File: src/rtl/tinychip_pkg.sv
// rtl/tinychip_pkg.sv - shared TinyChip fetch-path widths, halt encoding and imem FSM states
package tinychip_pkg;

  localparam int IMEM_IW = 9;
  localparam int IMEM_AW = 8;
  localparam logic [IMEM_IW-1:0] IMEM_HALT_WORD = '1;

  typedef enum logic [1:0] {
    EMPTY = 2'd0,
    LOAD  = 2'd1,
    RUN   = 2'd2,
    DONE  = 2'd3
  } imem_state_e;

endpackage

File: src/rtl/imem_array.sv
// rtl/imem_array.sv - DEPTH x IW instruction storage with per-entry valid bits and bulk clear
module imem_array #(
  parameter int IW = 9,
  parameter int AW = 8
) (
  input  logic          clk,
  input  logic          reset,
  input  logic          clr_i,
  input  logic          we_i,
  input  logic [AW-1:0] waddr_i,
  input  logic [IW-1:0] wdata_i,
  input  logic [AW-1:0] raddr_i,
  output logic [IW-1:0] rdata_o,
  output logic          rvalid_o
);

  localparam int DEPTH = 2 ** AW;

  logic [IW-1:0]    mem_q [DEPTH];
  logic [DEPTH-1:0] valid_q;
  logic [DEPTH-1:0] valid_d;

  always_ff @(posedge clk) begin
    if (we_i) begin
      mem_q[waddr_i] <= wdata_i;
    end
  end

  // A bulk clear and the first word of a new program land on the same edge.
  always_comb begin
    valid_d = clr_i ? '0 : valid_q;
    if (we_i) begin
      valid_d[waddr_i] = 1'b1;
    end
  end

  always_ff @(posedge clk or posedge reset) begin
    if (reset) begin
      valid_q <= '0;
    end else begin
      valid_q <= valid_d;
    end
  end

  assign rvalid_o = valid_q[raddr_i];
  assign rdata_o  = rvalid_o ? mem_q[raddr_i] : '0;

endmodule

File: src/rtl/imem_fetch_unit.sv
// rtl/imem_fetch_unit.sv - loadable instruction memory with registered, stallable fetch port
module imem_fetch_unit
  import tinychip_pkg::*;
#(
  parameter int             IW        = IMEM_IW,
  parameter int             AW        = IMEM_AW,
  parameter bit             HALT_EN   = 1'b1,
  parameter logic [IW-1:0]  HALT_WORD = '1
) (
  input  logic          clk,
  input  logic          reset,
  input  logic          load_en,
  input  logic [AW-1:0] load_addr,
  input  logic [IW-1:0] load_data,
  input  logic          load_last,
  input  logic          fetch_req,
  input  logic [AW-1:0] fetch_addr,
  input  logic          fetch_ready,
  output logic          instr_valid,
  output logic [IW-1:0] instr,
  output logic [AW-1:0] instr_addr,
  output logic          done,
  output logic          err_unld,
  output logic [1:0]    state_o
);

  localparam logic [AW:0] LEN_ONE = 1;

  imem_state_e   state_q;
  logic [AW:0]   prog_len_q;
  logic [AW:0]   prog_len_d;
  logic          instr_valid_q;
  logic [IW-1:0] instr_q;
  logic [AW-1:0] instr_addr_q;
  logic          done_q;
  logic          err_unld_q;

  logic          load_acc;
  logic          load_fresh;
  logic          stall;
  logic          accept;
  logic          beyond;
  logic          miss;
  logic          halt_hit;
  logic          deliver;
  logic          end_ev;
  logic [IW-1:0] rdata;
  logic          rvalid;

  imem_array #(.IW(IW), .AW(AW)) u_array (
    .clk      (clk),
    .reset    (reset),
    .clr_i    (load_fresh),
    .we_i     (load_acc),
    .waddr_i  (load_addr),
    .wdata_i  (load_data),
    .raddr_i  (fetch_addr),
    .rdata_o  (rdata),
    .rvalid_o (rvalid)
  );

  assign load_acc   = load_en & (state_q != RUN);
  assign load_fresh = load_en & ((state_q == EMPTY) | (state_q == DONE));
  assign prog_len_d = (load_acc & load_last) ? ({1'b0, load_addr} + LEN_ONE) : prog_len_q;

  assign stall    = instr_valid_q & ~fetch_ready;
  assign accept   = fetch_req & (state_q == RUN) & ~stall;
  assign beyond   = {1'b0, fetch_addr} >= prog_len_q;
  assign miss     = beyond | ~rvalid;
  assign halt_hit = HALT_EN & (rdata == HALT_WORD);
  assign deliver  = accept & ~miss;
  assign end_ev   = accept & (miss | halt_hit);

  always_ff @(posedge clk or posedge reset) begin
    if (reset) begin
      state_q       <= EMPTY;
      prog_len_q    <= '0;
      instr_valid_q <= 1'b0;
      instr_q       <= '0;
      instr_addr_q  <= '0;
      done_q        <= 1'b0;
      err_unld_q    <= 1'b0;
    end else begin
      prog_len_q <= prog_len_d;
      case (state_q)
        EMPTY, LOAD, DONE: if (load_en) state_q <= load_last ? RUN : LOAD;
        RUN:               if (end_ev) state_q <= DONE;
        default:           state_q <= EMPTY;
      endcase
      if (load_fresh) begin
        done_q     <= 1'b0;
        err_unld_q <= 1'b0;
      end else if (end_ev) begin
        done_q <= 1'b1;
        if (~beyond & ~rvalid) err_unld_q <= 1'b1;
      end
      // A held word stays put while stalled; it retires on fetch_ready unless replaced.
      if (deliver) begin
        instr_valid_q <= 1'b1;
        instr_q       <= rdata;
        instr_addr_q  <= fetch_addr;
      end else if (~stall) begin
        instr_valid_q <= 1'b0;
      end
    end
  end

  assign instr_valid = instr_valid_q;
  assign instr       = instr_q;
  assign instr_addr  = instr_addr_q;
  assign done        = done_q;
  assign err_unld    = err_unld_q;
  assign state_o     = state_q;

endmodule

File: config.mk
export PLATFORM = sky130hd
export DESIGN_NAME = imem_fetch_unit
export DESIGN_NICKNAME = d
export VERILOG_FILES = /design/src/rtl/tinychip_pkg.sv /design/src/rtl/imem_array.sv /design/src/rtl/imem_fetch_unit.sv
export SDC_FILE = /design/constraint.sdc
export NUM_CORES = 2
export LEC_CHECK = 0
export CAP_MARGIN = 30
export CORE_MARGIN = 1
export CORE_UTILIZATION = 31
export DETAILED_ROUTE_END_ITERATION = 12
export PLACE_DENSITY = 0.44
export SYNTH_ARGS = -nofsm -noshare
export SYNTH_HDL_FRONTEND = slang
export SYNTH_SLANG_ARGS = --single-unit
export TNS_END_PERCENT = 20
File: constraint.sdc
create_clock -name clk -period 16.05 [get_ports clk]
set_input_delay 1.605 -clock clk [delete_from_list [all_inputs] [get_ports clk]]
set_output_delay 1.605 -clock clk [all_outputs]
set_load 0.02 [all_outputs]
Word level (Yosys, flattened, before mapping)
Memory sizes are Yosys's and may differ from the RTL's. Cells that the tools add are included.

Word-level logic and storage cells: 67. Bits of input ports: 31. Memories kept: 1. RAM bits: 2304. Latch bits: 0. Flip-flop bits (word level): 287. Bits in read-only memories: 0.

Memories: u_array.mem_q (words 256, width 9, read ports 1, clocked after Yosys merged registers in 0, wr ports 1, RTL line imem_array.sv:19) `logic [IW-1:0] mem_q [DEPTH];`.

Reduce and logical (&&, ||, !) cells: 7. Multipliers: 0. Add/sub/neg operators: 1. Shift operators: 0. Magnitude comparators: 4. Multiplexer cells: 20. Divide/modulo/power cells: 0. Equality and inequality tests: 8. Bitwise gates (word level): 18.

Operator list (count): $mux W256 (2); $or A256 B256 Y256 (1); $lt A8 B9 Y1 const B (2); $mux W1 (11); $add A8 B1 Y9 const B (1); $and A1 B1 Y1 (9); $eq A9 B9 Y1 const B (1); $ge A8 B9 Y1 (1); $mux W9 (1); $bmux W1 S8 (1); $demux W1 S8 (1); $ge A8 B1 Y1 const B (1); $mux W2 (3); $ne A2 B2 Y1 const B (3); $not A1 Y1 (5); $eq A2 B2 Y1 const B (2); $pmux W2 S2 (1); $reduce_and A2 Y1 (2); $reduce_bool A2 Y1 (2); $or A1 B1 Y1 (3); $reduce_or A3 Y1 (1); $eq A2 B1 Y1 const B (1); $logic_not A2 Y1 (1); $ne A2 B1 Y1 const B (1); $logic_and A1 B1 Y1 (1).

Logic depth before layout (Yosys ltp)
Depth in word-level cells: 8. Mapped depth: 18. Depth with buffers taken out: 12.

Cells and area by module
From an unflattened synthesis, not the netlist that was laid out.

Cell total of the unflattened synthesis: 5685. Area, all modules: 103720.7 um^2.

Modules (own cells, without submodules): imem_array (cells each 5542, times used 1, area an instance 102122.9 um^2, sequential area each 75592.5 um^2); imem_fetch_unit (cells each 143, times used 1, area an instance 1597.8 um^2, sequential area each 775.7 um^2).

Worst setup path before layout
Ideal clock, no wire load.

Path kind: input to register. Start: in fetch_addr[0]. End: reg instr_q[1], in the netlist instr[1]. Arrival: 4.983 ns. Path slack: 10.942 ns. Required time: 15.925 ns. Cell stages on the path: 18. Buffers on the path: 6. Cell sequence: buf_6 buf_6 buf_6 buf_4 buf_2 inv_1 ha_1 nand2b_1 a21o_1 a21o_1 a21o_1 a21o_1 a21o_1 a211o_1 a21o_2 nor2_1 buf_6 mux2_4.

Longest elaborated chain between the ends: 6. Elaborated cells between the ends (all ways): 9. Classes of those cells: order compare: 1; mux: 3; bitwise: 4; memory: 1.

Ends and longest elaborated chain: from (decl) (RTL line imem_fetch_unit.sv:17) `input logic [AW-1:0] fetch_addr,`; $bmux W1 S8 (RTL line imem_array.sv:45) `assign rvalid_o = valid_q[raddr_i];`; $mux W1 (not written as such) (RTL line imem_array.sv:45); $not A1 Y1 (RTL line imem_fetch_unit.sv:69) `assign miss = beyond | ~rvalid;`; $or A1 B1 Y1 (RTL line imem_fetch_unit.sv:69); $not A1 Y1 (RTL line imem_fetch_unit.sv:71) `assign deliver = accept & ~miss;`; $and A1 B1 Y1 (RTL line imem_fetch_unit.sv:71); to (signal assigned) (RTL line imem_fetch_unit.sv:100) `instr_q <= rdata;`; to (decl) (RTL line imem_fetch_unit.sv:33) `logic [IW-1:0] instr_q;`.

Several ways; a longest one is shown, not always the timed one. The select of a mux whose other input is x is not followed. A chain may end at the register's enable or synchronous reset.

Worst setup path after layout
Start: in fetch_addr[0]. End: reg state_q[0], in the netlist state_o[0].

Longest elaborated chain between the ends: 8. Elaborated cells between the ends (all ways): 12. Classes of those cells: order compare: 1; eq/ne: 2; mux: 3; bitwise: 4; reduce/logical: 1; memory: 1.

Ends and longest elaborated chain: $bmux W1 S8 (RTL line imem_array.sv:45); $mux W1 (not written as such) (RTL line imem_array.sv:45); $mux W9 or $not A1 Y1 (tied branches) (RTL line imem_array.sv:46, imem_fetch_unit.sv:69); $eq A9 B9 Y1 or $or A1 B1 Y1 (tied branches) (RTL line imem_fetch_unit.sv:70, imem_fetch_unit.sv:69); $or A1 B1 Y1 (*) (RTL line imem_fetch_unit.sv:72) `assign end_ev = accept & (miss | halt_hit);`; $and A1 B1 Y1 (*) (RTL line imem_fetch_unit.sv:72); $ne A2 B2 Y1 (no line) (*); $reduce_and A2 Y1 (no line) (*); to (signal assigned) (RTL line imem_fetch_unit.sv:86) `EMPTY, LOAD, DONE: if (load_en) state_q <= load_last ? RUN : LOAD;`; to (decl) (RTL line imem_fetch_unit.sv:29) `imem_state_e state_q;`.

Every way passes the cells marked *; elsewhere a longest branch is shown, timed or not. The select of a mux whose other input is x is not followed.

==> flow_metrics.py <==
metrics = {
    "timing": {
        "final-hold-violation-count": 0,
        "finalCritPeriodShare_pct": 40.3,
        "finalSetupViolations": 0,
        "worst_slew_pin_slew_ps": 1250,
        "relSlewSlack_pct": 17.0,
        "timing.setup.tns_ps": 0,
        "skew_ps": 55.9,
        "rsz0062_at_grt": "false",
        "fmax_ghz": 0.155,
        "slew_violations": 0,
        "min_period_ps": 6470,
    },
    "routing": {
        "vias_per_cell": 5.18,
        "drt_iter0_markers": 4947,
        "routedWlPerCell_um": 31.5,
        "drc": 0,
        "wl_met3_mm": 14.5,
        "dr.pass1.iters": 6,
        "routedLengthMet1_mm": 134,
        "vias": 50300,
        "antenna_left": 0,
        "top_layer": "met4",
        "totalWireLength_mm": 305,
        "wl_met2_mm": 148,
    },
    "cts": {
        "cts_buffers": 293,
        "clk_latency_ps": 900,
        "hold_buffers": 0,
        "cts-resized-gates": 0,
        "cts-root-buf": "clkbuf_16",
        "post_cts_buffers": 0,
        "h-tree-depth": 5,
        "path_clk_slew_ps": 60,
        "clkSinkCount": 2591,
        "cts_buffer_depth": 4,
        "tritoncts": "built",
    },
    "floorplanning": {
        "die-area_um2": 326000,
        "start_util_pct": 31.2,
        "io_pins": 53,
        "coreArea_um2": 321000,
        "rows": 208,
        "fp.dieW_um": 571,
        "fp.dieH_um": 571,
    },
    "global_routing": {
        "grt_use_total_pct": 18.6,
        "grt_pass1_wl_mm": 426,
        "antenna_found_initial": 23,
        "grt-ovfl-total": 0,
        "grt_pass1_vias": 52000,
        "grt_max_degree": 185,
    },
    "layout": {
        "fin_cells": 9709,
        "fillCellCount": 29500,
        "area_growth_pct": 17.4,
        "drive_gt1_share_pct": 27.9,
        "design_area_um2": 118000,
        "nets": 5192,
    },
    "synthesis": {
        "synth_common_cells": "edfxtp_1, mux4_2, dfrtp_1",
        "yosys.area_share.adder_pct": 0.175,
        "yosysMostFrequentCell": "edfxtp_1",
        "synthTopCellsByArea": "edfxtp_1, mux4_2, dfrtp_1, a21o_1, a22oi_1",
        "avgSynthCellArea_um2": 21.2,
        "syn_area_um2": 100000,
        "synth_ff_type": "edfxtp_1",
        "async_flop_share_pct": 11.1,
        "synth_edf_count": 2304,
        "yosys.area.top_type": "edfxtp_1",
        "synth_top_family_by_area": "multiplexers",
        "postSynthCellCount": 4739,
        "ys_seq_area_share_pct": 76.2,
        "synth_top_area_share_pct": 69.0,
        "ys_ff_latch": 2591,
        "yosysWarnings": 0,
        "synth_cell_types": 45,
        "synth_mux_area_share_pct": 15.2,
        "syn_nets": 4784,
        "synth-simple-area-share_pct": 1.78,
        "synth_compound_area_share_pct": 5.06,
        "synth_xor_area_share_pct": 0.0524,
    },
    "place": {
        "gp_congestion": 0.788,
        "portBuffers": 52,
        "dpl_cell_area_um2": 108000,
        "dp_hpwl_mm": 180,
        "dp_cells": 9150,
    },
    "hold_path": {
        "hold_end": "u_array.valid_q[148]",
        "min_path_type": "flip-flop to flip-flop",
        "hold_path_depth": 1,
        "hp-start": "u_array.valid_q[148]",
    },
    "setup_path": {
        "crit_type": "primary input to flip-flop",
        "cp_max_fo": 81,
        "path_cells": "buf_8 -> buf_4 -> buf_12 -> mux4_2 -> a22o_1 -> a221oi_1 -> o22ai_1 -> o21ai_0 -> and4_1 -> nor3_1 -> and4_4 -> o21ai_0 -> a22oi_1",
        "crit_path_frequent_cell": "o21ai_0",
        "r2r-end": "u_array.mem_q[146][3]",
        "cp.arrival_ps": 7190,
        "required_ps": 16770,
        "ff2ff_setup_slack_ps": 11640,
        "r2r-start": "state_o[0]",
        "start_kind": "primary input",
        "r2r_cells": 8,
        "crit_path_top_delay_cell": "buf_4",
        "slowest_delay_ps": 700,
        "endpoint_kind": "flip-flop",
    },
    "flow_run": {
        "cap_violations": 0,
    },
    "pwr": {
        "p_per_area_nw_per_um2": 129,
        "vdd_drop_max_mv": 0.143,
        "p_leak_nw": 40.2,
    },
    "status": {
        "status": "completed",
    },
}
==> cells in the final DEF (no fill, tap or decap), drive strengths merged, types with 5 or more instances in the layout <==
cell type / synthesis / layout
edfxtp: 2304 / 2304
mux4: 664 / 664
clkbuf: 179 / 412
buf: 120 / 373
dfrtp: 287 / 287
nor2: 278 / 278
a21o: 262 / 262
a22oi: 237 / 237
a21oi: 126 / 126
clkinv: 0 / 99
clkdlybuf4s50: 0 / 37
nand2: 36 / 36
nor2b: 25 / 25
nand3: 22 / 22
nor4: 21 / 21
inv: 12 / 21
o22ai: 20 / 20
a22o: 17 / 17
a221oi: 17 / 17
mux2: 17 / 17
o21ai: 15 / 15
bufinv: 0 / 15
diode: 0 / 14
ha: 14 / 14
o41ai: 8 / 8
nand2b: 7 / 7
nand4: 6 / 6
nor3: 6 / 6
o31ai: 6 / 6
and2: 6 / 6
clkinvlp: 0 / 5
or2: 5 / 5
==> critical path: cells and delay by family <==
family / cells / cell delay, ps
and+or+nand+nor: 3 / 650
muxes: 1 / 590
AOI/OAI and AO/OA: 6 / 2190
buffers and inverters: 3 / 1740
==> worst max-delay path by stage <==
stage / start / to / slack [ps]
2_1_floorplan: reset / done / 6520
3_3_place_gp: fetch_addr[0] / done / 8410
3_5_place_dp: fetch_addr[0] / done / 8630
4_1_cts: fetch_addr[0] / done / 9600
5_1_grt: fetch_addr[0] / state_o[0] / 9310
6_report: fetch_addr[0] / state_o[0] / 9580
==> stage by stage <==
step | hold WS, ps | util, % | setup slack, ps | total power [mW]
floorplan | 444 | - | 6520 | 8.11
CTS | 472 | 36.5 | 9600 | 15.3
global route | 484 | 36.6 | 9310 | 15.6
global placement | 453 | 33.1 | 8410 | 8.65
detailed placement | 460 | 33.6 | 8630 | 8.67
finish | 470 | 36.6 | 9580 | 15.1
==> layout make-up <==
| cell class | count | area, um2 | share of cell area (%) |
|---|---|---|---|
| Multi-Input combinational cell | 1837 | 22500 | 19.1 |
| Sequential cell | 2591 | 76400 | 64.9 |
| Tap cell | 4305 | 5390 | 4.58 |
| Antenna cell | 14 | 35.0 | 0.0298 |
| Timing Repair Buffer | 412 | 3880 | 3.29 |
| Inverter | 12 | 52.6 | 0.0447 |
| Clock buffer | 410 | 8060 | 6.85 |
| Clock inverter | 128 | 1410 | 1.20 |
==> sequential cells by signal, indices dropped and copies added, names as in the netlist <==
name,flops
err_unld,1
state_o,2
done,1
instr_valid,1
instr_addr,8
instr,9
prog_len_q,9
u_array.mem_q,2304
u_array.valid_q,256
==> per-layer routing <==
layer	GRT usage [%]	vias to the layer above
li1	-	20700
met2	30.5	1452
met5	0	-
met1	26.0	27800
met3	2.26	401
met4	5.46	0
==> logic make-up after synthesis <==
group                    count (synthesis)
flip-flops                            2591
AO/OA/AOI/OAI                          718
multiplexers                           685
AND/OR/NAND/NOR                        414
buffers and inverters                  311
adder cells (fa/ha/maj)                 14
XOR/XNOR                                 6
==> power by group <==
group / switching (mW) / total [mW] / internal, mW / leakage, nW
Clock: 2.82 / 6.61 / 3.80 / 4.60
Combinational: 0.706 / 1.03 / 0.327 / 11.0
Sequential: 0.0791 / 7.48 / 7.40 / 24.7
No activity file was read; power rests on OpenSTA's default activity.
